### src/rtl/mem_port_arbiter.sv
// rtl/mem_port_arbiter.sv - IF/MEM arbiter for one shared single-port RAM
module mem_port_arbiter #(
    parameter int ADDR_WIDTH   = 16,
    parameter int DATA_WIDTH   = 16,
    parameter int MAX_D_STREAK = 4
) (
    input  logic                  clk_i,
    input  logic                  rst_i,
    input  logic                  if_req_i,
    input  logic [ADDR_WIDTH-1:0] if_addr_i,
    input  logic                  if_flush_i,
    output logic                  if_gnt_o,
    output logic                  if_rvalid_o,
    output logic [DATA_WIDTH-1:0] if_rdata_o,
    input  logic                  mem_req_i,
    input  logic                  mem_we_i,
    input  logic [ADDR_WIDTH-1:0] mem_addr_i,
    input  logic [DATA_WIDTH-1:0] mem_wdata_i,
    output logic                  mem_gnt_o,
    output logic                  mem_rvalid_o,
    output logic [DATA_WIDTH-1:0] mem_rdata_o,
    output logic                  ram_req_o,
    output logic                  ram_we_o,
    output logic [ADDR_WIDTH-1:0] ram_addr_o,
    output logic [DATA_WIDTH-1:0] ram_wdata_o,
    input  logic                  ram_ack_i,
    input  logic [DATA_WIDTH-1:0] ram_rdata_i,
    output logic                  busy_o
);

    typedef enum logic [1:0] {
        IDLE   = 2'd0,
        BUSY_I = 2'd1,
        BUSY_D = 2'd2
    } state_t;

    localparam logic [3:0] STREAK_MAX = 4'(MAX_D_STREAK);

    state_t     state_q;
    state_t     state_d;
    logic [3:0] streak_q;
    logic       flush_q;
    logic       if_wins;
    logic       done;

    // MEM normally wins a tie; IF takes over once MEM has won STREAK_MAX in a row.
    assign if_wins = if_req_i && (!mem_req_i || streak_q == STREAK_MAX);
    assign done    = (state_q != IDLE) && ram_ack_i;
    assign busy_o  = (state_q != IDLE);

    always_ff @(posedge clk_i) begin
        if (rst_i) begin
            state_q <= IDLE;
        end else begin
            state_q <= state_d;
        end
    end

    always_comb begin
        state_d = state_q;
        case (state_q)
            IDLE: begin
                if (if_wins) begin
                    state_d = BUSY_I;
                end else if (mem_req_i) begin
                    state_d = BUSY_D;
                end
            end
            BUSY_I, BUSY_D: begin
                if (ram_ack_i) begin
                    state_d = IDLE;
                end
            end
            default: state_d = IDLE;
        endcase
    end

    always_comb begin
        if_gnt_o  = (state_q == IDLE) && if_wins;
        mem_gnt_o = (state_q == IDLE) && mem_req_i && !if_wins;
    end

    always_ff @(posedge clk_i) begin
        if (rst_i) begin
            ram_req_o    <= 1'b0;
            ram_we_o     <= 1'b0;
            ram_addr_o   <= '0;
            ram_wdata_o  <= '0;
            if_rvalid_o  <= 1'b0;
            if_rdata_o   <= '0;
            mem_rvalid_o <= 1'b0;
            mem_rdata_o  <= '0;
        end else begin
            if_rvalid_o  <= 1'b0;
            mem_rvalid_o <= 1'b0;
            if (if_gnt_o) begin
                ram_req_o   <= 1'b1;
                ram_we_o    <= 1'b0;
                ram_addr_o  <= if_addr_i;
                ram_wdata_o <= '0;
            end else if (mem_gnt_o) begin
                ram_req_o   <= 1'b1;
                ram_we_o    <= mem_we_i;
                ram_addr_o  <= mem_addr_i;
                ram_wdata_o <= mem_wdata_i;
            end else if (done) begin
                ram_req_o <= 1'b0;
                if (state_q == BUSY_I) begin
                    // A flush arriving on the ack cycle itself still drops the response.
                    if (!(flush_q || if_flush_i)) begin
                        if_rvalid_o <= 1'b1;
                        if_rdata_o  <= ram_rdata_i;
                    end
                end else begin
                    mem_rvalid_o <= 1'b1;
                    mem_rdata_o  <= ram_we_o ? '0 : ram_rdata_i;
                end
            end
        end
    end

    always_ff @(posedge clk_i) begin
        if (rst_i) begin
            flush_q  <= 1'b0;
            streak_q <= 4'd0;
        end else begin
            if (state_q == BUSY_I && ram_ack_i) begin
                flush_q <= 1'b0;
            end else if ((state_q == BUSY_I || if_gnt_o) && if_flush_i) begin
                flush_q <= 1'b1;
            end

            if (if_gnt_o || !if_req_i) begin
                streak_q <= 4'd0;
            end else if (mem_gnt_o && streak_q != STREAK_MAX) begin
                streak_q <= streak_q + 4'd1;
            end
        end
    end

endmodule

### config.mk
export PLATFORM = sky130hd
export DESIGN_NAME = mem_port_arbiter
export DESIGN_NICKNAME = d
export VERILOG_FILES = /design/src/rtl/mem_port_arbiter.sv
export SDC_FILE = /design/constraint.sdc
export NUM_CORES = 1
export LEC_CHECK = 0
export BUFFER_PORTS_ARGS = -buffer_cell sky130_fd_sc_hd__buf_2
export CAP_MARGIN = 0
export CORE_MARGIN = 4
export CORE_UTILIZATION = 42
export CTS_CLUSTER_SIZE = 20
export DETAILED_ROUTE_END_ITERATION = 6
export PLACE_DENSITY = 0.87
export SYNTH_ARGS = -nofsm -noshare
export SYNTH_HDL_FRONTEND = slang
export SYNTH_SLANG_ARGS = --single-unit
### constraint.sdc
create_clock -name clk_i -period 1.7 [get_ports clk_i]
set_clock_uncertainty 0.2 [all_clocks]
set_input_delay 0.34 -clock clk_i [delete_from_list [all_inputs] [get_ports clk_i]]
set_output_delay 0.34 -clock clk_i [all_outputs]
set_load 0.005 [all_outputs]
-- Word-level counts from Yosys, hierarchy flattened
Index checks and enable logic that the tools add are counted.
- logic and storage cells: 63
- flip-flop bits (word level): 75
- bits of input ports: 71
- output and inout port bits: 71
- bitwise logic cells: 5
- multiplexer cells: 12
- add/subtract/negate cells: 1
- reductions and logical operators: 28
- equal/unequal tests: 6
- operator list (operator ; count):
    16-bit two-way mux ; 3
    1-bit logical AND ; 8
    2-bit OR reduction ; 4
    2-bit two-way mux ; 3
    1-bit two-way mux ; 5
    1-bit inverter ; 5
    5-bit AND reduction ; 1
    5-bit OR reduction ; 1
    4-bit by 1-bit adder with 4-bit output, second input constant ; 1
    4-bit by 3-bit equality test with 1-bit output, second input constant ; 1
    1-bit logical OR ; 4
    4-bit by 3-bit != test with 1-bit output, second input constant ; 1
    2-bit case mux with 2 select lines ; 1
    4-bit AND reduction ; 1
    2-bit nonzero test ; 2
    4-bit OR reduction ; 1
    1-bit logical NOT ; 3
    3-bit != test, second input constant ; 1
    3-bit nonzero test ; 1
    2-bit by 1-bit equality test with 1-bit output, second input constant ; 1
    2-bit equality test, second input constant ; 1
    2-bit logical NOT ; 1
    2-bit != test, second input constant ; 1
    2-bit AND reduction ; 1

-- Longest topological paths before layout
- depth after elaboration: 7
- mapped depth: 9
- mapped depth without buffers: 7

-- Worst setup path before layout
No wires, ideal clock.
- path type: reg-to-output
- start point: reg streak_q[0]
- end point: out mem_gnt_o
- path slack: -0.101 ns
- stages on the path, launching flop included: 8
- arrival time: 1.261 ns
- path buffers: 2
- cell sequence: dfxtp_1 inv_1 ha_1 nand4b_1 nand3_2 inv_1 buf_2 buf_4
- cells in the longest elaborated chain, start to end: 5
- RTL lines (item ; line ; source):
    start: declaration ; 41 ; logic [3:0] streak_q;
    start signal: assignment ; 136 ; streak_q <= streak_q + 4'd1;
    4-bit by 3-bit equality test with 1-bit output ; 47 ; assign if_wins = if_req_i && (!mem_req_i || streak_q == STREAK_MAX);
    1-bit logical OR ; 47 ;
    1-bit logical AND ; 47 ;
    1-bit logical NOT ; 80 ; mem_gnt_o = (state_q == IDLE) && mem_req_i && !if_wins;
    1-bit logical AND ; 80 ;
    end: declaration ; 19 ; output logic mem_gnt_o,
No other way between the ends.

-- Worst setup path in the final report
- start point: reg streak_q[1]
- end point: out if_gnt_o
- cells in the longest elaborated chain, start to end: 4
- RTL lines (item ; line ; source):
    4-bit by 3-bit equality test with 1-bit output ; 47 ;
    1-bit logical OR ; 47 ;
    1-bit logical AND ; 47 ;
    1-bit logical AND ; 79 ; if_gnt_o = (state_q == IDLE) && if_wins;
    end: declaration ; 12 ; output logic if_gnt_o,
No other way between the ends.

==> results.yml <==
power:
  p_seq_share_pct: 47.7
  power_density_nw_per_um2: 915.4
  power.internal_mw: 2.939
  comb_power_share_pct: 18.1
  p_sw_mw: 1.064
  power_leakage_nw: 1.985
  netSwitchingFraction_pct: 26.57
  ir_worst_vdd_v: 0.0004316
  p_clk_share_pct: 34.2
clock_network:
  cts.clk_slew.worst_paths_ns: 0.08
  clockRootBuffer: "clkbuf_8"
  clock_latency_ns: 0.34
  hold_buffers: 0
  cts_buffers: 9
  cts_tree: "yes"
  clockBufferDepth: 2
  cts_htree_levels: 3
  cts_sinks: 75
routing:
  first_pass_iters: 4
  avgViaCountPerCell: 4.904
  num_vias: 3075
  routed-wl-met2_mm: 4.250
  drt-met1-wl_mm: 3.436
  dr.max_layer_used: "met4"
  wl_met3_um: 684
  drtIter0Drc: 94
  ant_nets: 0
  drc_errors: 0
  wl_per_cell_um: 13.58
  routed_wl_mm: 8.513
synthesis:
  synth_top_area_share_pct: 50.04
  synth_commonest_cells: "106 x nand2_1, 75 x dfxtp_1, 52 x a21oi_1, 37 x nor2_1, 17 x nand3b_1"
  synthFlopType: "dfxtp_1"
  synth.avg_cell_area_sq_um: 8.220
  syn_nets: 440
  synth_edf_count: 0
  ys_async_sr_fraction_pct: 0
  synth_area_leaders: "dfxtp_1 50%, nand2_1 13%, a21oi_1 8.7%"
  synthMuxAreaShare_pct: 0.3336
  synth_top_family_by_area: "simple AND/OR/NAND/NOR gates"
  synth-seq-cells: 75
  synthSimpleGateAreaFrac_pct: 27.11
  synth_compound_area_share_pct: 14.05
  synth_warnings: 0
  yosysMostFrequentCell: "nand2_1"
  synth_fa_ha_area_share_pct: 1.668
  synth_xor_area_share_pct: 0.8757
  synth_area_leader_cell: "dfxtp_1"
  synthDistinctLibCells: 32
  syn_inst: 365
  synthesis.area_sq_um: 3000
  yosysSeqAreaShare_pct: 50.04
timing:
  drv_slew: 0
  fin_crit_ns: 1.932
  max_freq_mhz: 517.5
  tns_ns: -3.065
  hold_viol: 0
  worst_slack_ns: -0.2325
  whs_ns: 0.03456
  rsz0062_at_grt: "yes"
  setup-violations-final: 39
  final.period_utilization_pct: 113.7
  tightest_slew_ns: 0.2985
  max-slew-margin-rel_pct: 80.10
worst_setup_path:
  cp_slowest_cell: "dfxtp_2"
  crit_top_cell: "inv_2"
  path_cells: "inv_2 -> ha_4 -> and3b_4 -> o211ai_4 -> inv_2 -> buf_2"
  r2r_end: "ram_wdata_o[2]$_SDFFE_PP0P_"
  ff2ff_path_depth: 9
  cp_data_required_time_ns: 1.16
  cp_top_family: "flip-flops"
  max_stage_delay_ns: 0.34
  crit_path_end_kind: "output pin"
  path_class: "flop to output pin"
  crit_arrival_ns: 1.39
  r2r_start: "streak_q[1]$_SDFFE_PP0P_"
  critPathLaunchType: "flop"
  reg2reg_slack_ns: -0.12
  path_buf_inv: 3
  critical_path_peak_fanout: 2
flow_run:
  cap_violations: 0
placement:
  portBuffers: 141
  pre_cts_slack_ns: -0.1259
  dpl.hpwl_mm: 6.246
  finalWeightedCongestion: 0.7586
run_status:
  outcome: "finished with violations"
  violations: "negative setup slack"
final_layout:
  nets: 601
  syn2layout_area_growth_pct: 45.75
  post-route-util_pct: 63.66
  drive_gt1_share_pct: 42.00
  antenna_cells: 0
die:
  die_h_um: 92.52
  io_pins: 142
  rows: 30
  die_x_um: 92.52
  coreArea_sq_um: 6869
  initial_utilization_pct: 43.68
  die_area_sq_um: 8560
hold_path:
  holdCritPathClass: "input port to flop"
  min_path_cells: 3
  min_from: "mem_wdata_i[3]"
  whs_endpoint: "ram_wdata_o[3]$_SDFFE_PP0P_"
grt:
  grt_antenna_before_repair: 0
  grt_start_max_net_pins: 42
  grt_pass1_wl_mm: 13.66
  grt_overflow: 0
  grtUsageTotal_pct: 19.64
  grt_pass1_vias: 3011
-- worst register-to-register path: stages, from the launching register on --
cell and delay [ns]:
dfxtp_2 0.34, inv_2 0.04, ha_4 0.15, and3b_4 0.19
o211ai_4 0.16, buf_4 0.17, buf_4 0.11, nand2b_1 0.09
buf_12 0.17, a21oi_1 0.13
-- what timing repair did --
action	in CTS	in global routing
pin swaps	6	5
cloned	1	0
setup buffers	9	5
gates resized for setup	12	13
endpoints found under the setup margin	68	66
-- cells by family (layout without fill, tap and decap cells) --
kind of cell / count (synthesis) / in the layout
buffers and inverters: 33 / 199
multiplexers: 1 / 1
adder cells (fa/ha/maj): 4 / 4
AO/OA/AOI/OAI: 67 / 67
AND/OR/NAND/NOR: 182 / 182
flip-flops: 75 / 75
XOR/XNOR: 3 / 3
-- worst max-delay path by stage --
stage	from	end	slack, ns	depth (start not counted)
after floorplan	streak_q[0]$_SDFFE_PP0P_	ram_addr_o[13]$_SDFFE_PP0P_	-0.02	8
after global placement	state_q[1]$_SDFFE_PP0P_	mem_gnt_o	-0.02	6
after detailed placement	state_q[1]$_SDFFE_PP0P_	ram_addr_o[11]$_SDFFE_PP0P_	-0.13	7
after CTS	streak_q[0]$_SDFFE_PP0P_	if_gnt_o	-0.26	6
after global routing	streak_q[1]$_SDFFE_PP0P_	if_gnt_o	-0.32	6
final	streak_q[1]$_SDFFE_PP0P_	if_gnt_o	-0.23	6
-- cell type report --
class                      count  area, sq um
clock inverter                 6        63.81
fill                         605         2496
clock buffer                  10        137.6
inverter                       8        35.03
timing repair buffer         175         1106
tap                           96        120.1
multi-input combinational    257         1405
sequential                    75         1505
-- stage by stage --
step | std cells | area, sq um | power [mW]
after global placement | 601 | 4001 | 2.579
after global routing | 627 | 4373 | 4.203
after floorplan | 365 | 3060 | 2.279
after CTS | 626 | 4329 | 4.011
after detailed placement | 601 | 4001 | 2.602
final | 627 | 4373 | 4.003
-- power by group through the flow --
stage          combinational (mW)  sequential, mW  clock [mW]
2_1_floorplan               0.327            1.95           0
5_1_grt                     0.800            1.92        1.48
3_5_place_dp                0.658            1.94           0
6_report                    0.726            1.91        1.37
3_3_place_gp                0.634            1.95           0
4_1_cts                     0.697            1.91        1.41
-- routing by layer --
metal  global-route usage, %  up-vias
met1                   22.78     1399
met2                   33.78      128
li1                        -     1534
met5                       0        -
met4                   7.426        0
met3                   6.093       14
-- state kept, by name, indices dropped and copies added (netlist names) --
register,count
ram_addr_o,16
if_rdata_o,16
streak_q,4
mem_rvalid_o,1
state_q,2
if_rvalid_o,1
ram_wdata_o,16
flush_q,1
mem_rdata_o,16
ram_req_o,1
ram_we_o,1
-- layout by cell type (no fill, tap or decap), types with 2 or more instances in the layout --
cell type,Yosys,routed
inv_4,0,2
buf_2,11,139
ha_4,0,2
clkbuf_8,0,10
nand2_1,106,106
xnor2_1,3,3
dfxtp_2,0,3
buf_6,1,4
a21oi_1,52,51
nor2_2,1,3
clkinv_2,0,2
buf_4,4,23
nand3b_1,17,17
nor2b_1,3,2
buf_12,1,8
inv_2,0,5
a311oi_2,3,5
nand2b_1,3,2
nor4_1,5,5
a311oi_1,8,6
clkinvlp_4,0,2
nor2_1,37,34
nand4b_1,2,2
dfxtp_1,75,72
(Power assumes the default switching activity.)
